### src/rtl/alu_regs_pkg.sv
// Shared constants for the alu_regs register slice: default width and ld bit indices.
package alu_regs_pkg;

    localparam int unsigned WIDTH_DEF = 4;
    localparam int unsigned LD_W      = 4;

    localparam int unsigned LD_A   = 0;
    localparam int unsigned LD_B   = 1;
    localparam int unsigned LD_OUT = 2;
    localparam int unsigned LD_PC  = 3;

    typedef logic [LD_W-1:0] ld_t;

endpackage

### src/rtl/alu_regs_if.sv
// Operand/load-enable inputs and register outputs of alu_regs, grouped as one bus.
interface alu_regs_if
    import alu_regs_pkg::*;
#(
    parameter int unsigned WIDTH = WIDTH_DEF
) ();

    logic [WIDTH-1:0] sel_in;
    logic [WIDTH-1:0] imm;
    ld_t              ld;
    logic [WIDTH-1:0] reg_a;
    logic [WIDTH-1:0] reg_b;
    logic [WIDTH-1:0] out_port;
    logic [WIDTH-1:0] pc;
    logic             carry;

    modport master (
        output sel_in, imm, ld,
        input  reg_a, reg_b, out_port, pc, carry
    );

    modport slave (
        input  sel_in, imm, ld,
        output reg_a, reg_b, out_port, pc, carry
    );

endinterface

### src/rtl/alu_regs_reg_ld.sv
// reg_ld: WIDTH-bit register with asynchronous active-high reset and load enable.
module reg_ld #(
    parameter int unsigned WIDTH = 4
) (
    input  logic             clk,
    input  logic             rst,
    input  logic             ld_i,
    input  logic [WIDTH-1:0] d_i,
    output logic [WIDTH-1:0] q_o
);

    logic [WIDTH-1:0] q_q;
    logic [WIDTH-1:0] q_d;

    always_comb begin
        q_d = ld_i ? d_i : q_q;
    end

    always_ff @(posedge clk or posedge rst) begin
        if (rst) begin
            q_q <= '0;
        end else begin
            q_q <= q_d;
        end
    end

    assign q_o = q_q;

endmodule

### src/rtl/alu_regs.sv
// alu_regs: adder (sel_in + imm) feeding A/B/OUT registers and a loadable PC.
// Define ALU_REGS_CARRY_FLAG_EN to build the registered carry flag; otherwise carry is tied 0.
module alu_regs
    import alu_regs_pkg::*;
#(
    parameter int unsigned WIDTH = WIDTH_DEF
) (
    input logic       clk,
    input logic       rst,
    alu_regs_if.slave bus
);

    logic [WIDTH-1:0] result;
    logic [WIDTH-1:0] a_q;
    logic [WIDTH-1:0] b_q;
    logic [WIDTH-1:0] out_q;
    logic [WIDTH-1:0] pc_q;
    logic [WIDTH-1:0] pc_d;

`ifdef ALU_REGS_CARRY_FLAG_EN
    logic cout;
    logic carry_q;

    assign {cout, result} = {1'b0, bus.sel_in} + {1'b0, bus.imm};

    // Carry tracks the adder every edge, independent of ld.
    always_ff @(posedge clk or posedge rst) begin
        if (rst) begin
            carry_q <= 1'b0;
        end else begin
            carry_q <= cout;
        end
    end

    assign bus.carry = carry_q;
`else
    assign result    = bus.sel_in + bus.imm;
    assign bus.carry = 1'b0;
`endif

    reg_ld #(.WIDTH(WIDTH)) u_reg_a (
        .clk  (clk),
        .rst  (rst),
        .ld_i (bus.ld[LD_A]),
        .d_i  (result),
        .q_o  (a_q)
    );

    reg_ld #(.WIDTH(WIDTH)) u_reg_b (
        .clk  (clk),
        .rst  (rst),
        .ld_i (bus.ld[LD_B]),
        .d_i  (result),
        .q_o  (b_q)
    );

    reg_ld #(.WIDTH(WIDTH)) u_reg_out (
        .clk  (clk),
        .rst  (rst),
        .ld_i (bus.ld[LD_OUT]),
        .d_i  (result),
        .q_o  (out_q)
    );

    // Jump takes priority; otherwise free-run with silent wrap.
    always_comb begin
        pc_d = bus.ld[LD_PC] ? result : pc_q + WIDTH'(1);
    end

    always_ff @(posedge clk or posedge rst) begin
        if (rst) begin
            pc_q <= '0;
        end else begin
            pc_q <= pc_d;
        end
    end

    assign bus.reg_a    = a_q;
    assign bus.reg_b    = b_q;
    assign bus.out_port = out_q;
    assign bus.pc       = pc_q;

endmodule

### src/flat_wrapper.sv
// flat-port wrapper written by rule: the top's interface ports become plain ports
module alu_regs_flat import alu_regs_pkg::*;
#(
    parameter int unsigned WIDTH = WIDTH_DEF
)
  (clk, rst, bus_sel_in, bus_imm, bus_ld, bus_reg_a, bus_reg_b, bus_out_port, bus_pc, bus_carry);
  alu_regs_if #(.WIDTH(WIDTH)) bus_i ();
  input logic clk;
  input logic rst;
  input wire logic [$bits(bus_i.sel_in)-1:0] bus_sel_in;
  input wire logic [$bits(bus_i.imm)-1:0] bus_imm;
  input wire logic [$bits(bus_i.ld)-1:0] bus_ld;
  output wire logic [$bits(bus_i.reg_a)-1:0] bus_reg_a;
  output wire logic [$bits(bus_i.reg_b)-1:0] bus_reg_b;
  output wire logic [$bits(bus_i.out_port)-1:0] bus_out_port;
  output wire logic [$bits(bus_i.pc)-1:0] bus_pc;
  output wire logic [$bits(bus_i.carry)-1:0] bus_carry;
  assign bus_i.sel_in = bus_sel_in;
  assign bus_i.imm = bus_imm;
  assign bus_i.ld = bus_ld;
  assign bus_reg_a = bus_i.reg_a;
  assign bus_reg_b = bus_i.reg_b;
  assign bus_out_port = bus_i.out_port;
  assign bus_pc = bus_i.pc;
  assign bus_carry = bus_i.carry;
  alu_regs #(.WIDTH(WIDTH)) u_core (.clk(clk), .rst(rst), .bus(bus_i));
endmodule
### config.mk
export PLATFORM = sky130hd
export DESIGN_NAME = alu_regs_flat
export DESIGN_NICKNAME = d
export VERILOG_FILES = /design/src/rtl/alu_regs_pkg.sv /design/src/rtl/alu_regs_if.sv /design/src/rtl/alu_regs_reg_ld.sv /design/src/rtl/alu_regs.sv /design/src/flat_wrapper.sv
export SDC_FILE = /design/constraint.sdc
export NUM_CORES = 1
export LEC_CHECK = 0
export CORE_AREA = 2 2 46 48
export DETAILED_ROUTE_END_ITERATION = 8
export DIE_AREA = 0 0 48 50
export PLACE_DENSITY_LB_ADDON = 0.08
export SLEW_MARGIN = 20
export SYNTH_ARGS = -nofsm -noshare
export SYNTH_HDL_FRONTEND = slang
export SYNTH_SLANG_ARGS = --single-unit
### constraint.sdc
create_clock -name clk -period 1.7 [get_ports clk]
set_clock_uncertainty 0.2 [all_clocks]
set_input_delay 0.34 -clock clk [delete_from_list [all_inputs] [get_ports clk]]
set_output_delay 0.34 -clock clk [all_outputs]
set_load 0.02 [all_outputs]
==> flow_metrics.py <==
metrics = {
    "status": {
        "outcome": "finished clean",
    },
    "global_routing": {
        "met2_usage": 0.247,
        "track_usage": 0.152,
        "antenna_found_initial": 0,
        "grtUsageMet3": 0.0330,
        "grt_use_met1": 0.206,
        "grt_overflow": 0,
        "grt_pass1_wl_mm": 2.58,
        "grt_pass1_vias": 571,
        "gr-max-usage-layer": "met2",
        "grt_start_max_net_pins": 17,
    },
    "clock_network": {
        "clock-root-buffer": "clkbuf_4",
        "insertion_delay_ps": 280,
        "numCtsBuffers": 3,
        "cts_max_level": 1,
        "hold_buffers": 0,
        "clock-sinks": 16,
        "cts_max_path_buffers": 2,
        "clk_pin_slew_ps": 100,
        "cts_tree": "done",
    },
    "worst_setup_path": {
        "worstPathMaxFanout": 4,
        "reg2reg_from": "u_core.bus.pc[0]",
        "start_kind": "input port",
        "r2r_end": "u_core.bus.pc[1]",
        "cp_data_required_time_ps": 1710,
        "endpoint": "u_core.u_reg_b.q_o[3]",
        "crit_type": "input port to flip-flop",
        "setup.worst_path.end_class": "flip-flop",
        "worstRegToRegCells": 2,
        "cp.arrival_ps": 1640,
        "critical_path.startpoint": "bus_sel_in[1]",
        "r2r_slack_ps": 430,
    },
    "finish": {
        "syn_to_final_growth_pct": 55.4,
        "final_util": 0.613,
        "nNetsFinal": 124,
        "n_fill_cell": 178,
        "postLayoutCellArea_sq_mm": 0.00116,
        "num_antenna_cells": 0,
        "final_layout_size_suffix_gt1_frac": 0.252,
    },
    "timing": {
        "final.setup.tns_ps": 0,
        "max_freq_ghz": 0.611,
        "setup_viol": 0,
        "rsz0062_at_grt": "no",
        "final-max-slew-violation-count": 0,
        "fin_crit_ps": 1640,
        "min_period_over_period": 0.962,
        "hold_viol_final": 0,
        "worst_hold_slack_ps": 158,
    },
    "logic_synthesis": {
        "yosysWarnings": 0,
        "synthDistinctLibCells": 21,
        "synth_edf_count": 0,
        "yosysMostFrequentCell": "dfrtp_1",
        "yosysSeqAreaShare": 0.534,
        "synth_largest_area_cell": "dfrtp_1",
        "syn_area_sq_um": 749,
        "async_reset_ff_frac": 1.00,
        "synth-seq-cells": 16,
        "synthTopCellsByArea": "dfrtp_1 53%, mux2_2 11%, ha_1 6.7%, nor2_1 3.5%, xor2_1 3.5%",
        "syn_area_per_cell_sq_um": 12.3,
        "synth_common_cells": "16 x dfrtp_1, 7 x mux2_2, 7 x nor2_1, 4 x a21oi_1, 4 x ha_1",
        "syn_nets": 80,
        "synth_top_area_frac": 0.534,
        "syn_inst": 61,
        "synth_flop_cell": "dfrtp_1",
    },
    "drt": {
        "wirelength_mm": 1.59,
        "detail_route.wl_per_cell_microns": 12.3,
        "drtPass1Iterations": 4,
        "ant_nets": 0,
        "num_vias": 615,
        "drtIter0Drc": 8,
        "viasPerCell": 4.73,
        "post-route-drc-count": 0,
    },
    "floorplanning": {
        "start_util": 0.394,
        "ioPinCount": 31,
        "die_area_sq_mm": 0.00240,
        "fp.dieW_microns": 48,
        "die_h_microns": 50,
        "core-area_sq_mm": 0.00190,
        "rows": 16,
    },
    "power_and_ir_drop": {
        "power_frac_comb": 0.376,
        "power.density_mw_per_mm2": 951,
        "leakage_nw": 0.549,
        "seq_power_share": 0.447,
        "p_sw_frac": 0.337,
        "clkPwrFrac": 0.177,
        "ir_drop_mv": 0.541,
        "switching_power_mw": 0.373,
        "internal_power_mw": 0.735,
        "power.total_mw": 1.11,
    },
    "placed_design": {
        "dpl_cell_area_sq_mm": 0.00114,
        "portBuffers": 29,
        "dp_hpwl_mm": 1.22,
        "place.gp.congestion": 0.716,
    },
    "run": {
        "max_cap_viol_count": 0,
    },
    "min_path": {
        "hp-class": "input port to async pin",
    },
}
[state kept, by name, summed over array words and instances, names as in the netlist]
signal                cells
u_core.u_reg_a.q_o        4
u_core.u_reg_b.q_o        4
u_core.u_reg_out.q_o      4
u_core.bus.pc             4
[what timing repair did]
action                     in CTS  in global routing
setup buffers                   1                  0
resized for setup              28                  0
setup endpoints to repair      28                  0
[cell usage in the layout (no fill, tap or decap)]
| cell | Yosys | final |
|---|---|---|
| a211oi_1 | 1 | 1 |
| a21o_1 | 1 | 1 |
| a21oi_1 | 4 | 4 |
| a31oi_1 | 3 | 3 |
| and3_4 | 1 | 1 |
| buf_4 | 1 | 11 |
| clkbuf_4 | 0 | 3 |
| clkdlybuf4s50_1 | 0 | 7 |
| conb_1 | 1 | 1 |
| dfrtp_1 | 16 | 16 |
| dlygate4sd2_1 | 0 | 22 |
| fa_2 | 0 | 1 |
| ha_1 | 4 | 2 |
| ha_2 | 0 | 1 |
| ha_4 | 0 | 1 |
| inv_1 | 2 | 2 |
| mux2_2 | 7 | 6 |
| mux2_4 | 0 | 1 |
| nand2_1 | 1 | 1 |
| nand3_1 | 1 | 1 |
| nor2_1 | 7 | 7 |
| nor4_1 | 1 | 1 |
| o211a_1 | 1 | 1 |
| o21ai_1 | 0 | 2 |
| or3_4 | 1 | 1 |
| xnor2_1 | 2 | 2 |
| xor2_1 | 3 | 3 |
[stage by stage]
stage / worst slack (ps) / instances
floorplan: 46.8 / 61
global placement: -445 / 126
detailed placement: -440 / 126
CTS: 79.1 / 130
global route: 49.4 / 130
finish: 64.4 / 130
[layer usage]
metal / vias to the layer above / share of wire / routed length (microns)
li1: 299 / - / -
met1: 297 / 0.46 / 728
met2: 17 / 0.49 / 788
met3: 2 / 0.043 / 68
met4: 0 / 0.0038 / 6
met5: - / 0 / 0
[cells by family after synthesis]
kind of cell,count (synthesis),synth area share
AOI/OAI and AO/OA,12,0.0985
muxes,7,0.105
buffers and inverters,3,0.0200
and+or+nand+nor,12,0.0851
xor gates and xnor gates,5,0.0584
other,1,0.00500
adders and majority gates,5,0.0935
DFF,16,0.534
[critical path, stage by stage]
cell           delay, ps
dlygate4sd2_1        250
ha_1                 300
and3_4               190
or3_4                380
a31oi_1              170
[power groups by stage]
stage                     clock network, mW  registers [mW]  logic, mW
after global routing                  0.225           0.505      0.453
after CTS                             0.199           0.496      0.421
after floorplan                           0           0.594      0.132
after global placement                    0           0.504      0.458
after detailed placement                  0           0.506      0.463
final                                 0.196           0.495      0.416
[worst min path at each step]
stage	slack, ps	end	cells after the start
2_1_floorplan	50	u_core.bus.pc[0]	1
3_3_place_gp	290	u_core.u_reg_a.q_o[0]	1
3_5_place_dp	300	u_core.u_reg_out.q_o[0]	1
4_1_cts	160	u_core.u_reg_a.q_o[0]	3
5_1_grt	190	u_core.bus.pc[3]	3
6_report	160	u_core.u_reg_a.q_o[0]	3
[final cells by class]
type	count	area, sq um	share of cell area
Tap cell	27	33.8	0.0290
Multi-Input combinational cell	42	355	0.305
Timing Repair Buffer	40	345	0.296
Inverter	2	7.51	0.00644
Sequential cell	16	400	0.344
Clock buffer	3	22.5	0.0193
Note: power is estimated with default switching activity, not from simulation.
